===== config.mk =====
export PLATFORM = sky130hd
export DESIGN_NAME = sa_dma_stream_bridge
export DESIGN_NICKNAME = d
export VERILOG_FILES = /design/src/rtl/sa_dma_pkg.sv /design/src/rtl/sa_sync_fifo.sv /design/src/rtl/sa_dma_stream_bridge.sv
export SDC_FILE = /design/constraint.sdc
export NUM_CORES = 2
export LEC_CHECK = 0
export CAP_MARGIN = 40
export CORE_MARGIN = 3
export CORE_UTILIZATION = 52
export DETAILED_ROUTE_END_ITERATION = 12
export GPL_ROUTABILITY_DRIVEN = 1
export PLACE_DENSITY = 0.73
export SLEW_MARGIN = 20
export SYNTH_ARGS = -nofsm -noshare
export SYNTH_HDL_FRONTEND = slang
export SYNTH_SLANG_ARGS = --single-unit

===== constraint.sdc =====
create_clock -name clk -period 3.55 [get_ports clk]
set_input_delay 0.5325 -clock clk [delete_from_list [all_inputs] [get_ports clk]]
set_output_delay 0.5325 -clock clk [all_outputs]
set_load 0.02 [all_outputs]

===== src/rtl/sa_dma_pkg.sv =====
// sa_dma_pkg: shared states, request codes and error bit positions for the DMA stream bridge
package sa_dma_pkg;
  typedef enum logic {RD_IDLE, RD_FEED} rd_state_t;
  typedef enum logic [1:0] {WR_IDLE, WR_WAIT, WR_CAP, WR_DRAIN} wr_state_t;
  localparam logic [1:0] REQ_RD = 2'b10;
  localparam logic [1:0] REQ_WR = 2'b11;
  localparam int ERR_EARLY_LAST = 0;
  localparam int ERR_NO_LAST = 1;
  localparam int ERR_OVERRUN = 2;
endpackage


===== src/rtl/sa_sync_fifo.sv =====
// sa_sync_fifo: first-word-fall-through synchronous FIFO with occupancy count
module sa_sync_fifo #(
  parameter int DW = 32,
  parameter int DEPTH = 64
) (
  input  logic                       clk,
  input  logic                       rstn,
  input  logic                       push,
  input  logic [DW-1:0]              din,
  input  logic                       pop,
  output logic [DW-1:0]              dout,
  output logic                       full,
  output logic                       empty,
  output logic [$clog2(DEPTH+1)-1:0] count
);
  localparam int AW = DEPTH > 1 ? $clog2(DEPTH) : 1;
  localparam int CW = $clog2(DEPTH+1);
  logic [DW-1:0] mem_q [DEPTH];
  logic [AW-1:0] wr_ptr_q, wr_ptr_d, rd_ptr_q, rd_ptr_d;
  logic [CW-1:0] count_q, count_d;
  logic do_push, do_pop;
  assign full  = count_q == CW'(DEPTH);
  assign empty = count_q == '0;
  assign dout  = mem_q[rd_ptr_q];
  assign count = count_q;
  always_comb begin
    do_push  = push && !full;
    do_pop   = pop && !empty;
    wr_ptr_d = do_push ? (wr_ptr_q == AW'(DEPTH-1) ? '0 : wr_ptr_q + AW'(1)) : wr_ptr_q;
    rd_ptr_d = do_pop ? (rd_ptr_q == AW'(DEPTH-1) ? '0 : rd_ptr_q + AW'(1)) : rd_ptr_q;
    count_d  = count_q + CW'(do_push) - CW'(do_pop);
  end
  always_ff @(posedge clk or negedge rstn)
    if (!rstn) begin
      wr_ptr_q <= '0;
      rd_ptr_q <= '0;
      count_q  <= '0;
    end else begin
      wr_ptr_q <= wr_ptr_d;
      rd_ptr_q <= rd_ptr_d;
      count_q  <= count_d;
    end
  always_ff @(posedge clk)
    if (do_push) mem_q[wr_ptr_q] <= din;
endmodule


===== src/rtl/sa_dma_stream_bridge.sv =====
// sa_dma_stream_bridge: feeds engine read bursts from MM2S and replays captured engine write bursts to S2MM
module sa_dma_stream_bridge
  import sa_dma_pkg::*;
#(
  parameter int DW = 32,
  parameter int IN_WORDS = 32,
  parameter int OUT_WORDS = 64,
  parameter int CAP_LAT = 3,
  parameter int FIFO_DEPTH = 64
) (
  input  logic          clk,
  input  logic          rstn,
  input  logic [1:0]    eng_start_rd_wr,
  output logic          eng_read_data_vld,
  output logic [DW-1:0] eng_data_in,
  input  logic [DW-1:0] eng_data_out,
  input  logic [DW-1:0] s_axis_tdata,
  input  logic          s_axis_tvalid,
  output logic          s_axis_tready,
  input  logic          s_axis_tlast,
  output logic [DW-1:0] m_axis_tdata,
  output logic          m_axis_tvalid,
  input  logic          m_axis_tready,
  output logic          m_axis_tlast,
  output logic          rd_busy,
  output logic          wr_busy,
  output logic [2:0]    err_sticky
);
  localparam int IW = $clog2(IN_WORDS+1);
  localparam int OW = $clog2(OUT_WORDS+1);
  localparam int CW = $clog2(OUT_WORDS+CAP_LAT+1);
  localparam int FW = $clog2(FIFO_DEPTH+1);
  if (FIFO_DEPTH < OUT_WORDS) begin : g_depth_chk
    $error("FIFO_DEPTH must be at least OUT_WORDS");
  end
  rd_state_t rd_state_q, rd_state_d;
  wr_state_t wr_state_q, wr_state_d;
  logic [IW-1:0] in_cnt_q, in_cnt_d;
  logic [CW-1:0] wr_cnt_q, wr_cnt_d;
  logic [OW-1:0] out_cnt_q, out_cnt_d;
  logic [2:0] err_q, err_d;
  logic req_wr_q, req_wr_d, vld_q, vld_d;
  logic [DW-1:0] din_q, din_d, fifo_dout;
  logic [FW-1:0] fifo_cnt;
  logic acc, in_last, wr_edge, push, pop, fifo_full, fifo_empty;
  assign s_axis_tready     = rd_state_q == RD_FEED;
  assign eng_read_data_vld = vld_q;
  assign eng_data_in       = din_q;
  assign m_axis_tvalid     = fifo_cnt != '0;
  assign m_axis_tdata      = fifo_empty ? '0 : fifo_dout;
  assign m_axis_tlast      = m_axis_tvalid && out_cnt_q == OW'(OUT_WORDS-1);
  assign rd_busy           = rd_state_q != RD_IDLE;
  assign wr_busy           = wr_state_q != WR_IDLE;
  assign err_sticky        = err_q;
  always_comb begin
    acc        = s_axis_tready && s_axis_tvalid;
    in_last    = in_cnt_q == IW'(IN_WORDS-1);
    req_wr_d   = eng_start_rd_wr == REQ_WR;
    wr_edge    = req_wr_d && !req_wr_q;
    push       = wr_state_q == WR_CAP;
    pop        = m_axis_tvalid && m_axis_tready;
    rd_state_d = rd_state_q == RD_IDLE && eng_start_rd_wr == REQ_RD ? RD_FEED :
                 acc && in_last ? RD_IDLE : rd_state_q;
    in_cnt_d   = acc ? (in_last ? '0 : in_cnt_q + IW'(1)) : in_cnt_q;
    vld_d      = acc;
    din_d      = acc ? s_axis_tdata : din_q;
    out_cnt_d  = pop ? (m_axis_tlast ? '0 : out_cnt_q + OW'(1)) : out_cnt_q;
    err_d      = err_q;
    err_d[ERR_EARLY_LAST] = err_q[ERR_EARLY_LAST] | (acc && !in_last && s_axis_tlast);
    err_d[ERR_NO_LAST]    = err_q[ERR_NO_LAST] | (acc && in_last && !s_axis_tlast);
    err_d[ERR_OVERRUN]    = err_q[ERR_OVERRUN] | (wr_edge && wr_busy) | (push && fifo_full);
    wr_state_d = wr_state_q;
    wr_cnt_d   = wr_cnt_q;
    // the engine burst cannot stall, so capture runs on a fixed cycle count
    case (wr_state_q)
      WR_IDLE: if (wr_edge) begin
        wr_state_d = CAP_LAT > 1 ? WR_WAIT : WR_CAP;
        wr_cnt_d   = '0;
      end
      WR_WAIT: begin
        wr_state_d = wr_cnt_q == CW'(CAP_LAT-2) ? WR_CAP : WR_WAIT;
        wr_cnt_d   = wr_cnt_q == CW'(CAP_LAT-2) ? '0 : wr_cnt_q + CW'(1);
      end
      WR_CAP: begin
        wr_state_d = wr_cnt_q == CW'(OUT_WORDS-1) ? WR_DRAIN : WR_CAP;
        wr_cnt_d   = wr_cnt_q == CW'(OUT_WORDS-1) ? '0 : wr_cnt_q + CW'(1);
      end
      default: wr_state_d = pop && m_axis_tlast ? WR_IDLE : WR_DRAIN;
    endcase
  end
  always_ff @(posedge clk or negedge rstn)
    if (!rstn) begin
      rd_state_q <= RD_IDLE;
      wr_state_q <= WR_IDLE;
      in_cnt_q   <= '0;
      wr_cnt_q   <= '0;
      out_cnt_q  <= '0;
      err_q      <= '0;
      req_wr_q   <= 1'b0;
      vld_q      <= 1'b0;
      din_q      <= '0;
    end else begin
      rd_state_q <= rd_state_d;
      wr_state_q <= wr_state_d;
      in_cnt_q   <= in_cnt_d;
      wr_cnt_q   <= wr_cnt_d;
      out_cnt_q  <= out_cnt_d;
      err_q      <= err_d;
      req_wr_q   <= req_wr_d;
      vld_q      <= vld_d;
      din_q      <= din_d;
    end
  sa_sync_fifo #(.DW(DW), .DEPTH(FIFO_DEPTH)) u_fifo (
    .clk  (clk),
    .rstn (rstn),
    .push (push),
    .din  (eng_data_out),
    .pop  (pop),
    .dout (fifo_dout),
    .full (fifo_full),
    .empty(fifo_empty),
    .count(fifo_cnt)
  );
endmodule


==> metrics <==
setup repair after global routing missed its margin yes; core area 0.1564 mm²; Primary FF master, synth edfxtp_1; H-tree depth 4; Top cell by count, worst path buf_16; Max Cap Viol 0; routing usage on met1 35.81%; Area contributors post-synth edfxtp_1 75%, mux4_2 13%, dfrtp_1 2.4%; failing checks negative setup slack; number of synthesized flops with an enable pin 2048; TritonCTS Sinks 2127; met2 Resource Use GR 42.05%; initial core utilization 52.42%; register area share after synthesis 77.43%; Startpoint Class register; FMAX 0.2434 GHz; Tcrit/Tclk final 115.8%; CP top delay family buffers and inverters; Clock power frac 29.1%; Most Crowded Layer GR met2; Layout Skew 0.04551 ns; worst-margin pin slew 1.178 ns; vias in the first global route 42890; Sw Pwr 21.30 mW; hold crit path type in -> reg; area leader, netlist edfxtp_1; grt total ovfl 0; Netlist cell types 60; Layout Area Growth over Synthesis 20.05%; WS Path Type reg -> out; final max-slew violation count 0; CP max FO 8; Final Hold Fails 0; area share of the largest cell type after synthesis 75.02%; cell area after synthesis 0.08197 mm²; total power draw 70.36 mW; post-DP HPWL 119700 µm; Bufs and invs on worst path 7; CP endpoint kind primary output; asr flop ratio synth 3.714%; synthesized flop and latch total 2127; Sequential Power Share 40.4%; Syn Nets 3869; row cnt 145; Vias/cell 6.479; Ports 144; Die Width 403.0 µm; CTS root buffer clkbuf_16; Die Height 403.0 µm; clk_lat worst skew 0.82 ns; relative slew slack 21.46%; Num CTS Buffers 198; Pwr per Cell Area 714.9 mW/mm²; GRT Total Usage 26.25%; combinational power share 30.5%; Cells after DPL 6130; Clock Pin Slew Worst Setup and Hold Paths 0.06 ns; WL/cell 32.52 µm; TritonCTS clock tree yes; Synthesis Warnings 0; NumNets Final 4455; switching part of the total 30.27%; critical path data arrival time 3.58 ns; critical-path cell list buf_12, buf_12, buf_16, buf_16, buf_16, buf_4, mux4_2, mux2i_1, a211o_1, a22oi_2, buf_6; non-filler cells in the finished layout 6582; Worst path slowest cell dfrtp_4; Port Buffers 143; CP required 3.02 ns; first-pass GRT wire length 306200 µm; die area 0.1624 mm²; share of layout cells above drive strength 1 33.28%; pre-CTS setup slack -0.4162 ns; fin crit period 4.109 ns; router iterations before antenna repair 6; initial antenna violation count 6; setup ws final -0.5592 ns; via count 42650; gpl congestion 0.8291; DRC viols 0; Synth Area per Inst 21.70 µm²; largest net degree at the start of global routing 54; CP max stage delay 0.56 ns; starting DRC count in detailed routing 6031; Antenna Nets Post-Route 0; M3 GR Usage 6.270%; peak supply drop 1009 µV; outcome complete, but fails checks; P_leak 31.93 nW; Pint 49.06 mW; drt total wl 214100 µm; clk buf depth 3; Post-Synthesis Cells 3778; # setup viols final 32
==> cell families after synthesis <==
| family | after synthesis | synth area share (%) |
|---|---|---|
| flip-flops | 2127 | 77.43 |
| multiplexers | 690 | 15.91 |
| AND/OR/NAND/NOR | 383 | 1.967 |
| AO/OA/AOI/OAI | 323 | 2.839 |
| buffers and inverters | 218 | 1.355 |
| adder cells (fa/ha/maj) | 20 | 0.3144 |
| XOR/XNOR | 17 | 0.1816 |
==> final timing paths <==
check                                    from                    to  slack [ns]  cells past startpoint
setup / recovery           u_fifo.rd_ptr_q[0]      m_axis_tdata[14]       -0.56                     11
hold / removal               eng_data_out[17]  u_fifo.mem_q[22][17]        0.12                      1
setup reg to reg              u_fifo.count[4]   u_fifo.mem_q[4][21]        0.25                     12
hold reg to reg                 err_sticky[0]         err_sticky[0]        0.45                      1
max in group asynchronous                rstn        eng_data_in[4]        2.70                      3
min in group asynchronous                rstn           wr_cnt_q[6]        0.23                      2
==> through the flow <==
| step | setup TNS (ns) | area (µm²) | util [%] | hold WS [ns] |
|---|---|---|---|---|
| 6_report | -13.16 | 98410 | 62.93 | 0.1158 |
| 2_1_floorplan | -11.19 | 81970 | - | 0.2369 |
| 5_1_grt | -15.82 | 98410 | 62.93 | 0.08527 |
| 3_3_place_gp | -2.353 | 88800 | 56.78 | 0.4374 |
| 3_5_place_dp | -2.721 | 89480 | 57.22 | 0.4432 |
| 4_1_cts | -15.50 | 97600 | 62.41 | 0.05822 |
==> power groups by stage <==
| stage | combinational [mW] | sequential, mW | clock (mW) |
|---|---|---|---|
| after global routing | 22.3 | 28.4 | 21.8 |
| final | 21.5 | 28.4 | 20.5 |
| after floorplan | 10.4 | 28.8 | 0 |
| after CTS | 20.4 | 28.4 | 20.7 |
| after global placement | 18.1 | 28.9 | 0 |
| after detailed placement | 18.4 | 28.9 | 0 |
==> cells in the final DEF (no fill, tap or decap), types with 19 or more instances in the layout <==
master           count
a21oi_1             34
buf_12             131
buf_16              27
buf_2               33
buf_4              241
buf_6               52
clkbuf_1            47
clkbuf_16          208
clkdlybuf4s50_1     78
clkinv_1            45
clkinv_2            28
dfrtp_1             74
edfxtp_1          2048
ha_1                19
inv_1               19
mux2_2              23
mux2i_1            153
mux4_2             487
nand2_1            187
nor2_1              49
nor2_4              65
o21ai_0             32
o22ai_1             32
==> Yosys cell counts, drive strengths merged (19+ instances only) <==
| cell type | instances |
|---|---|
| a221oi | 30 |
| mux2i | 170 |
| inv | 19 |
| dfrtp | 79 |
| mux2 | 33 |
| a21oi | 44 |
| o22ai | 44 |
| ha | 19 |
| mux4 | 487 |
| o21ai | 42 |
| nor2 | 116 |
| o2bb2ai | 28 |
| edfxtp | 2048 |
| clkbuf | 75 |
| nand2 | 194 |
| buf | 123 |
| o221ai | 22 |
==> layout make-up <==
cell class,count,area [µm²]
antenna,2,5.005
clock buffer,254,5289
clock inverter,104,939.7
fill,10020,57980
inverter,20,75.07
multi-input combinational,1433,18890
sequential,2127,63490
tap,2058,2575
timing repair buffer,584,7151
==> repair_timing <==
| action | 4_1_cts | 5_1_grt |
|---|---|---|
| endpoints found under the hold margin | 32 | 0 |
| gates resized for setup | 312 | 110 |
| pin swaps | 31 | 24 |
| endpoints found under the setup margin | 32 | 32 |
| hold buffers | 1 | 0 |
| cloned | 11 | 7 |
| setup buffers | 54 | 19 |
==> flip-flops by register name, summed over array words and instances (netlist names) <==
register / cells
eng_data_in: 32
eng_read_data_vld: 1
err_sticky: 3
in_cnt_q: 6
out_cnt_q: 7
rd_busy: 1
req_wr_q: 1
u_fifo.count: 7
u_fifo.mem_q: 2048
u_fifo.rd_ptr_q: 6
u_fifo.wr_ptr_q: 6
wr_cnt_q: 7
wr_state_q: 2
==> routing by layer <==
layer  share of wire, %  vias to the layer above
li1                   -                    17060
met1                 36                    22320
met2                 49                     2865
met3                 11                      392
met4                3.7                        6
met5              0.015                        -
Power figures use the tool's default switching activity.
